<file path="src/rtl/add_sched_pkg.sv">
// Shared types for the adder-sharing scheduler: FSM states, in-flight tag
// record and the requester-id width helper.
package add_sched_pkg;

    // Wide enough for the largest supported requester count (8).
    localparam int MAX_ID_W = 3;

    typedef enum logic [1:0] {
        IDLE  = 2'd0,
        RUN   = 2'd1,
        DRAIN = 2'd2
    } sched_state_e;

    typedef struct packed {
        logic                valid;
        logic [MAX_ID_W-1:0] id;
    } tag_t;

    function automatic int id_w(input int num_req);
        return (num_req > 1) ? $clog2(num_req) : 1;
    endfunction

endpackage

</file>
<file path="src/rtl/add_share_sched_arbiter.sv">
// Combinational round-robin pick: first requester at or after the pointer wins.
// The pointer register is owned by the parent.
module add_rr_arbiter #(
    parameter int NUM_REQ = 4,
    parameter int ID_W    = 2
) (
    input  logic [NUM_REQ-1:0] req,
    input  logic [ID_W-1:0]    ptr,
    output logic [NUM_REQ-1:0] grant,
    output logic [ID_W-1:0]    grant_id,
    output logic               found
);

    always_comb begin
        int idx;
        idx      = 0;
        grant    = '0;
        grant_id = '0;
        found    = 1'b0;
        for (int k = 0; k < NUM_REQ; k++) begin
            idx = int'(ptr) + k;
            if (idx >= NUM_REQ) idx = idx - NUM_REQ;
            if (!found && req[idx]) begin
                found       = 1'b1;
                grant[idx]  = 1'b1;
                grant_id    = ID_W'(idx);
            end
        end
    end

endmodule

</file>
<file path="src/rtl/add_share_sched.sv">
// Shares one pipelined adder between NUM_REQ requesters with round-robin
// issue, tags each op with its requester id and routes the sum back.
//
//   state | meaning
//   IDLE  | nothing granted, pipe empty
//   RUN   | granting one request per cycle
//   DRAIN | no new grants, waiting for in-flight ops to return
module add_share_sched
    import add_sched_pkg::*;
#(
    parameter int NUM_REQ     = 4,
    parameter int DATA_WIDTH  = 8,
    parameter int ADD_LATENCY = 2
) (
    input  logic                          clk,
    input  logic                          rst,
    input  logic                          cfg_enable,
    input  logic [NUM_REQ-1:0]            req_valid,
    output logic [NUM_REQ-1:0]            req_ready,
    input  logic [NUM_REQ*DATA_WIDTH-1:0] req_a,
    input  logic [NUM_REQ*DATA_WIDTH-1:0] req_b,
    output logic                          add_en,
    output logic [DATA_WIDTH-1:0]         add_a,
    output logic [DATA_WIDTH-1:0]         add_b,
    input  logic [DATA_WIDTH:0]           add_sum,
    input  logic                          add_sum_valid,
    output logic [NUM_REQ-1:0]            rsp_valid,
    output logic [DATA_WIDTH:0]           rsp_sum,
    output logic                          busy,
    output logic                          err_latency
);

    localparam int ID_W = id_w(NUM_REQ);

    sched_state_e       state_q, state_d;
    logic [ID_W-1:0]    rr_ptr_q;
    logic [ID_W-1:0]    grant_id;
    logic [ID_W-1:0]    issue_id_q;
    logic [NUM_REQ-1:0] grant;
    logic               xfer;
    logic               tags_busy;
    logic               pipe_empty;
    tag_t               tag_pipe_q [ADD_LATENCY];
    tag_t               tail;

    add_rr_arbiter #(
        .NUM_REQ (NUM_REQ),
        .ID_W    (ID_W)
    ) u_arb (
        .req      ((state_q == RUN) ? req_valid : '0),
        .ptr      (rr_ptr_q),
        .grant    (grant),
        .grant_id (grant_id),
        .found    (xfer)
    );

    assign req_ready = grant;
    assign tail      = tag_pipe_q[ADD_LATENCY-1];

    always_comb begin
        tags_busy = 1'b0;
        for (int i = 0; i < ADD_LATENCY; i++) tags_busy = tags_busy | tag_pipe_q[i].valid;
    end

    // An op in the issue register has not reached the tag pipe yet but is in flight.
    assign pipe_empty = !tags_busy && !add_en;
    assign busy       = (state_q != IDLE) || !pipe_empty;

    always_comb begin
        state_d = state_q;
        case (state_q)
            IDLE:    if (cfg_enable) state_d = RUN;
            RUN:     if (!cfg_enable) state_d = DRAIN;
            DRAIN:   if (cfg_enable) state_d = RUN;
                     else if (pipe_empty) state_d = IDLE;
            default: state_d = IDLE;
        endcase
    end

    always_ff @(posedge clk) begin
        if (rst) begin
            state_q     <= IDLE;
            rr_ptr_q    <= '0;
            issue_id_q  <= '0;
            add_en      <= 1'b0;
            add_a       <= '0;
            add_b       <= '0;
            rsp_valid   <= '0;
            rsp_sum     <= '0;
            err_latency <= 1'b0;
            for (int i = 0; i < ADD_LATENCY; i++) tag_pipe_q[i] <= '0;
        end else begin
            state_q <= state_d;
            add_en  <= xfer;
            if (xfer) begin
                rr_ptr_q   <= (int'(grant_id) == NUM_REQ - 1) ? '0 : grant_id + 1'b1;
                issue_id_q <= grant_id;
                add_a      <= req_a[grant_id*DATA_WIDTH +: DATA_WIDTH];
                add_b      <= req_b[grant_id*DATA_WIDTH +: DATA_WIDTH];
            end
            tag_pipe_q[0] <= '{valid: add_en, id: MAX_ID_W'(issue_id_q)};
            for (int i = 1; i < ADD_LATENCY; i++) tag_pipe_q[i] <= tag_pipe_q[i-1];
            rsp_valid <= tail.valid ? (NUM_REQ'(1) << tail.id) : '0;
            if (tail.valid) rsp_sum <= add_sum;
            if (tail.valid != add_sum_valid) err_latency <= 1'b1;
        end
    end

endmodule

</file>
<file path="config.mk">
export PLATFORM = sky130hd
export DESIGN_NAME = add_share_sched
export DESIGN_NICKNAME = d
export VERILOG_FILES = /design/src/rtl/add_sched_pkg.sv /design/src/rtl/add_share_sched_arbiter.sv /design/src/rtl/add_share_sched.sv
export SDC_FILE = /design/constraint.sdc
export NUM_CORES = 1
export LEC_CHECK = 0
export CORE_MARGIN = 10
export CORE_UTILIZATION = 36
export DETAILED_ROUTE_END_ITERATION = 12
export HOLD_SLACK_MARGIN = 0.08
export PLACE_DENSITY = 0.84
export SYNTH_ARGS = -nofsm -noshare
export SYNTH_HDL_FRONTEND = slang
export SYNTH_SLANG_ARGS = --single-unit
</file>
<file path="constraint.sdc">
create_clock -name clk -period 2.8 [get_ports clk]
set_input_delay 0.42 -clock clk [delete_from_list [all_inputs] [get_ports clk]]
set_output_delay 0.42 -clock clk [all_outputs]
set_load 0.01 [all_outputs]
</file>
# After elaboration in Yosys (flattened, before gate mapping)
# Memory sizes are Yosys's and may differ from the RTL's.
# Index checks and enable logic that the tools add are counted.
word_totals:
  memories: 1
  ram_bits: 8
  reg_bits: 37
  in_bits: 81
mem_list:
  columns: ["name", "depth", "word_bits", "rd", "rd_ports_with_merged_regs", "write_ports", "line", "source"]
  rows:
  - ["tag_pipe_q", 2, 4, 2, 0, 2, "add_share_sched.sv:43", "tag_t tag_pipe_q [ADD_LATENCY];"]
classes:
  n_addsub: 8
  n_shift: 3
  order_cmp: 12
  n_mux: 48
  bitwise: 7
  reduce_logical: 19
  n_eq_ne: 7
ops:
  columns: ["operator", "count"]
  rows:
  - ["$ge 32x1->1 const B", 4]
  - ["$lt 32x4->1 const B", 4]
  - ["$mux 32", 4]
  - ["$ge 32x4->1 const B", 3]
  - ["$sub 32x4->32 const B", 3]
  - ["$shiftx 32x6->8", 2]
  - ["$mux 4", 7]
  - ["$mux 1", 19]
  - ["$mux 2", 9]
  - ["$or 4x4->4", 3]
  - ["$bmux 1 s2", 4]
  - ["$demux 1 s2", 4]
  - ["$logic_and 1x1->1", 8]
  - ["$add 2x2->3 const B", 2]
  - ["$logic_not 1->1", 6]
  - ["$pmux 2 s3", 1]
  - ["$eq 2x1->1 const B", 2]
  - ["$ne 2x2->1 const B", 2]
  - ["$shl 1x3->4 const A", 1]
  - ["$sub 2x3->4 const B", 1]
  - ["$add 2x1->3 const B", 1]
  - ["$ge 2x3->1 const B", 1]
  - ["$ne 3x3->1 const B", 1]
  - ["$or 1x1->1", 3]
  - ["9 further kinds", 9]

# Longest topological paths before layout
logic_depth:
  word_depth: 17
  depth_mapped: 11
  mapped_depth_nobuf: 8

# Modules after synthesis
# A second synthesis with hierarchy kept.
unflattened:
  cells_unflattened: 206
  area_unflattened_um2: 2379.8
modules_own_cells:
  columns: ["module", "n_inst", "cells_per_inst", "area_each_um2"]
  rows:
  - ["add_share_sched", 1, 158, 1920.6]
  - ["add_rr_arbiter", 1, 48, 459.2]

# Least setup slack after synthesis
# No wires, ideal clock.
synth_path:
  kind: "reg2reg"
  from: "reg rr_ptr_q[0]"
  to: "reg add_a[4]"
  arrival_time_ns: 2.776
  path_slack_ns: -0.093
  n_path_buf: 3
  stages_incl_launch_ff: 11
  required_time_ns: 2.683
  path_cell_list: "dfxtp_1 > buf_6 > inv_1 > ha_1 > buf_2 > o21bai_1 > o21ai_0 > a211oi_4 > buf_6 > mux4_2 > a22o_1"
synth_via:
  elab_chain_len: 16
  elab_cells_between_ends: 42
  classes_between: "add/sub: 7; order compare: 4; shift: 1; mux: 24; reduce/logical: 6"
synth_lines:
  columns: ["element", "line", "source"]
  rows:
  - ["start, declared", "add_share_sched.sv:36", "logic [ID_W-1:0] rr_ptr_q;"]
  - ["start signal, assigned", "add_share_sched.sv:96", "rr_ptr_q <= (int'(grant_id) == NUM_REQ - 1) ? '0 : grant_id + 1'b1;"]
  - ["parallel branches: the longest is 16 deep, another holds $sub 32x4->32", null, null]
  - ["end signal, assigned", "add_share_sched.sv:98", "add_a <= req_a[grant_id*DATA_WIDTH +: DATA_WIDTH];"]
  - ["end, declared", "add_share_sched.sv:23", "output logic [DATA_WIDTH-1:0] add_a,"]
# Several ways; the timed one is not identified. The select of a mux whose other input is x is not followed.
# A chain may end at the register's enable or synchronous reset.

# Final worst setup path
layout_path:
  from: "in req_valid[3]"
  to: "out req_ready[0]"
layout_via:
  elab_chain_len: 14
  elab_cells_between_ends: 29
  classes_between: "mux: 20; bitwise: 3; reduce/logical: 6"
layout_lines:
  columns: ["element", "line", "source"]
  rows:
  - ["start, declared", "add_share_sched.sv:18", "input logic [NUM_REQ-1:0] req_valid,"]
  - ["$mux 4 *", "add_share_sched.sv:50", ".req ((state_q == RUN) ? req_valid : '0),"]
  - ["$bmux 1 s2", "add_share_sched_arbiter.sv:23", "if (!found && req[idx]) begin"]
  - ["$mux 1 (not written as such) (2 in series)", "add_share_sched_arbiter.sv:23", null]
  - ["$mux 1", "add_share_sched_arbiter.sv:23", null]
  - ["$logic_not 1->1", "add_share_sched_arbiter.sv:23", null]
  - ["$logic_and 1x1->1", "add_share_sched_arbiter.sv:23", null]
  - ["$mux 1", "add_share_sched_arbiter.sv:23", null]
  - ["$logic_not 1->1", "add_share_sched_arbiter.sv:23", null]
  - ["$logic_and 1x1->1", "add_share_sched_arbiter.sv:23", null]
  - ["$mux 1", "add_share_sched_arbiter.sv:23", null]
  - ["$logic_not 1->1", "add_share_sched_arbiter.sv:23", null]
  - ["$logic_and 1x1->1", "add_share_sched_arbiter.sv:23", null]
  - ["$mux 4 *", "add_share_sched_arbiter.sv:23", null]
  - ["end, declared", "add_share_sched.sv:19", "output logic [NUM_REQ-1:0] req_ready,"]
# Mark *: on every way between the ends. The rest lies on a longest branch, timed or not. The select of a mux whose other input is x is not followed.

==> results summary <==
The clock network fraction of design power came out at 0.265. The maximum fanout encountered on the critical timing path came out at 7. The routed design has 7.06 mm of wire.

The total count of hold-check failures in the final report came out at 0. Leaving out fill and tap cells, the most frequent cells in the layout are sky130_fd_sc_hd__clkdlybuf4s50_1 (109), sky130_fd_sc_hd__dfxtp_1 (42), sky130_fd_sc_hd__buf_4 (20), sky130_fd_sc_hd__nor2_1 (18), sky130_fd_sc_hd__a22o_1 (16). The via count of the first global-routing pass came out at 2460. The total net switching power is 0.000374 W.

The pre-CTS setup slack came out at -0.246 ns. For this run, the leading register cell type out of synthesis is sky130_fd_sc_hd__dfxtp_1. In the final design database the tool counted 427 nets.

The post-synthesis cell type count came out at 38. The count of max-cap constraint violations came out at 0. The non-filler instance count after layout came out at 413. The number of clock buffers added by TritonCTS is 5.

The detail route stage leaves a number of antenna-violating nets equal to 0. The count of synthesis-stage warnings from yosys came out at 0. The max-slew violation total from the final report is 0. The peak per-stage delay on the critical path is 0.58 ns.

The count of TritonRoute iterations in the first routing pass is 4. The DRC violation total after the first TritonRoute iteration came out at 45. The switching power as a share of total power came out at 0.255. The CTS tree is yes. Counting every net in the synthesized netlist gives 296. The die outline area is 9950 um2. The CTS H-tree depth came out at 2. On the critical path the largest part of the delay comes from buffers and inverters.

The worst endpoint data arrival time is 2.34 ns. For this run, design rule violations remaining after detail routing come to 0. For this run, the top clock speed supported by timing is 362 MHz.

The number of diodes is 0. The worst max-slew margin expressed relative to the limit is 0.208. The sequential element share of the synthesized area is 0.376. Among all stages on the critical path, the largest delay is contributed by sky130_fd_sc_hd__clkdlybuf4s50_1. In this run the critical register-to-register path is captured at add_a[0]$_SDFFE_PP0P_. The instance count after placement with tap cells included is 405.

The clock latency on the worst-skew pair is 0.28 ns. STA classifies the critical path startpoint as an input port. The longest clock path from root to sink contains 2 buffers.

The register area is 862 um2. The final worst-path setup slack is 0.0374 ns. Dividing the detail-routed wire length by the instance count gives 17.1 um. The total routing usage reported by global routing came out at 0.138. The ratio of cells with drive above 1 in the final layout is 0.145. For this run the aggregate overflow at the end of global routing stands at 0. The transition time of the tightest slew-check pin came out at 1.18 ns. The core region is 6060 um2. The number of buffers inserted for hold repair after clock tree synthesis is 0. The number of buffers and inverters on the critical path came out at 2. The origin of the worst min-delay path is tag_pipe_q[0][0]$_SDFF_PP0_. The die boundary height came out at 99.7 um.

The site row count came out at 28. The number of port buffers came out at 116. Of all flip-flops after synthesis, the portion carrying an async set or reset was 0.

The worst-case IR drop observed on VDD is 0.273 mV. The setup slack of the worst register-to-register path is 0.27 ns. The HPWL reported at the end of detailed placement came out at 5.81 mm. The tightest min-delay check is of the reg2reg type. For this block, the via count after detailed routing is 2149. The number of enable-type register cells in the synthesized netlist came out at 0.

The flop and latch count out of synthesis came out at 43. The initial core utilization came out at 0.378. In this run the static leakage power is 1.43 nW. The pin count of the biggest net entering global routing came out at 25. The time the final worst path needs with I/O delays and setup is 2.76 ns. The multi-input combinational cells in the finished layout cover a total of 1340 um2. The synthesis-to-finish area growth is 64.1%. The I/O pin count is 117. The share of total power dissipated in sequential elements is 0.445. Power spread over the standard cell area amounts to 390 nW/um2. The worst hold path stage count came out at 1.

The first global-routing pass estimated 11.5 mm of wire. The most common cell after layout, fill and taps aside is sky130_fd_sc_hd__clkdlybuf4s50_1. The critical path goes through clkdlybuf4s50_1, nor3b_1, nor3_1, nor4_2, a221o_1, dlygate4sd2_1. The worst flop-to-flop path startpoint is rr_ptr_q[1]$_SDFFE_PP0P_. The per-cell via count in the routed design came out at 5.20. The horizontal die dimension is 99.7 um. The total of fill cells in the finished design is 495. The internal power of the cells totals 0.00109 W.

The share of the clock period used by the worst path is 0.987. The clock arrives with 0.00619 ns of skew. The depth of the most critical reg-to-reg path is 10. The critical path required time is 2.38 ns. Of the total power, combinational logic draws 0.290. The CTS clock-pin slew for the worst setup and hold paths came out at 0.08 ns. The total setup violations reported at the end of the flow is 0. The final weighted congestion of routability-driven global placement came out at 0.846. The endpoint class of the critical path is a primary output. The worst setup path is of the in2out kind. For hold timing, the worst endpoint is tag_pipe_q[0][4]$_SDFF_PP0_. The number of antenna violations at the first check in global routing came out at 0. The cell sitting at the root of the clock tree is a sky130_fd_sc_hd__clkbuf_8. The cell area after technology mapping came out at 2290 um2. The cell count after synthesis is 207. After synthesis, the mean cell area works out to 11.1 um2. The clock net in this run drives a total of 43 sinks.

The flow ran to the end, and the final reports show no timing, DRC or antenna violations.
cell usage after synthesis, types with 2 or more instances:
cell type                   n  area, um2
sky130_fd_sc_hd__clkbuf_1   6       22.5
sky130_fd_sc_hd__mux2i_1   11        110
sky130_fd_sc_hd__and3b_1    3       26.3
sky130_fd_sc_hd__mux4_2    10        225
sky130_fd_sc_hd__mux2_2     2       22.5
sky130_fd_sc_hd__mux4_1     6        158
sky130_fd_sc_hd__o21ai_0    6       30.0
sky130_fd_sc_hd__dfxtp_1   43        861
sky130_fd_sc_hd__nor3_1     2       10.0
sky130_fd_sc_hd__ha_1       8        100
sky130_fd_sc_hd__a22o_1    16        140
sky130_fd_sc_hd__nor3b_1    5       37.5
sky130_fd_sc_hd__buf_6      3       33.8
sky130_fd_sc_hd__a211oi_1   5       37.5
sky130_fd_sc_hd__nand2_1    8       30.0
sky130_fd_sc_hd__o211ai_1   2       15.0
sky130_fd_sc_hd__or3_1      2       12.5
sky130_fd_sc_hd__nor2_1    19       71.3
sky130_fd_sc_hd__nand2b_1   2       12.5
sky130_fd_sc_hd__nor2b_1    9       56.3
sky130_fd_sc_hd__a221o_1    4       40.0
sky130_fd_sc_hd__nand3_1    2       10.0
sky130_fd_sc_hd__buf_2      3       15.0
sky130_fd_sc_hd__o31a_1     2       17.5
sky130_fd_sc_hd__a211oi_4   2       40.0
sky130_fd_sc_hd__nand3b_1   2       15.0
sky130_fd_sc_hd__inv_1      8       30.0
sky130_fd_sc_hd__a21oi_1    6       30.0
cell families after synthesis:
family                   synth area share
buffers and inverters              0.0492
AND/OR/NAND/NOR                     0.132
flip-flops                          0.376
multiplexers                        0.225
XOR/XNOR                          0.00766
AO/OA/AOI/OAI                       0.166
adder cells (fa/ha/maj)            0.0437
how the worst max path moves through the flow:
stage | slack (ns) | start | cells past startpoint | end
after floorplan | 0.02 | rr_ptr_q[0]$_SDFFE_PP0P_ | 10 | add_a[4]$_SDFFE_PP0P_
after global placement | -0.17 | req_valid[3] | 6 | req_ready[3]
after detailed placement | -0.25 | req_valid[3] | 6 | req_ready[0]
after CTS | 0.07 | req_valid[0] | 9 | req_ready[0]
after global routing | -0.02 | req_valid[3] | 6 | req_ready[0]
final | 0.04 | req_valid[3] | 6 | req_ready[0]
flip-flops by register name, indices dropped and copies added, names as in the netlist:
name and cells:
rr_ptr_q 2, err_latency 1, state_q 2, issue_id_q 2, tag_pipe_q 6, rsp_sum 9
add_b 8, rsp_valid 4, add_a 8, add_en 1
repair_timing:
action / CTS / global route
pin swaps: 0 / 1
gates resized for setup: 12 / 2
setup buffers: 0 / 1
setup endpoints to repair: 4 / 1
per-stage QoR:
step | hold WS [ns] | instance area, um2 | util | power [W] | setup TNS (ns)
3_3_place_gp | 0.419 | 3640 | 0.601 | 0.00108 | -0.929
5_1_grt | 0.458 | 3760 | 0.620 | 0.00154 | -0.0342
4_1_cts | 0.449 | 3750 | 0.618 | 0.00148 | 0
6_report | 0.444 | 3760 | 0.620 | 0.00147 | 0
2_1_floorplan | 0.414 | 2290 | - | 0.000862 | 0
3_5_place_dp | 0.432 | 3640 | 0.601 | 0.00109 | -1.66
power by group through the flow:
stage                     logic (W)  clock network (W)  registers, W
after floorplan            0.000188                  0      0.000674
after global placement     0.000411                  0      0.000664
after detailed placement   0.000422                  0      0.000665
after CTS                  0.000427           0.000403      0.000651
after global routing       0.000462           0.000425      0.000656
final                      0.000426           0.000388      0.000652
routing by layer:
layer	wire, um	global-route usage
met5	0	0
met3	709	0.0706
met1	2530	0.134
met4	93	0.0375
met2	3720	0.252
area by class of cell:
class / count / area share
Clock buffer: 6 / 0.0220
Clock inverter: 1 / 0.00133
Inverter: 8 / 0.00799
Multi-Input combinational cell: 142 / 0.356
Sequential cell: 43 / 0.230
Tap cell: 75 / 0.0250
Timing Repair Buffer: 138 / 0.358
(Power assumes the default switching activity.)
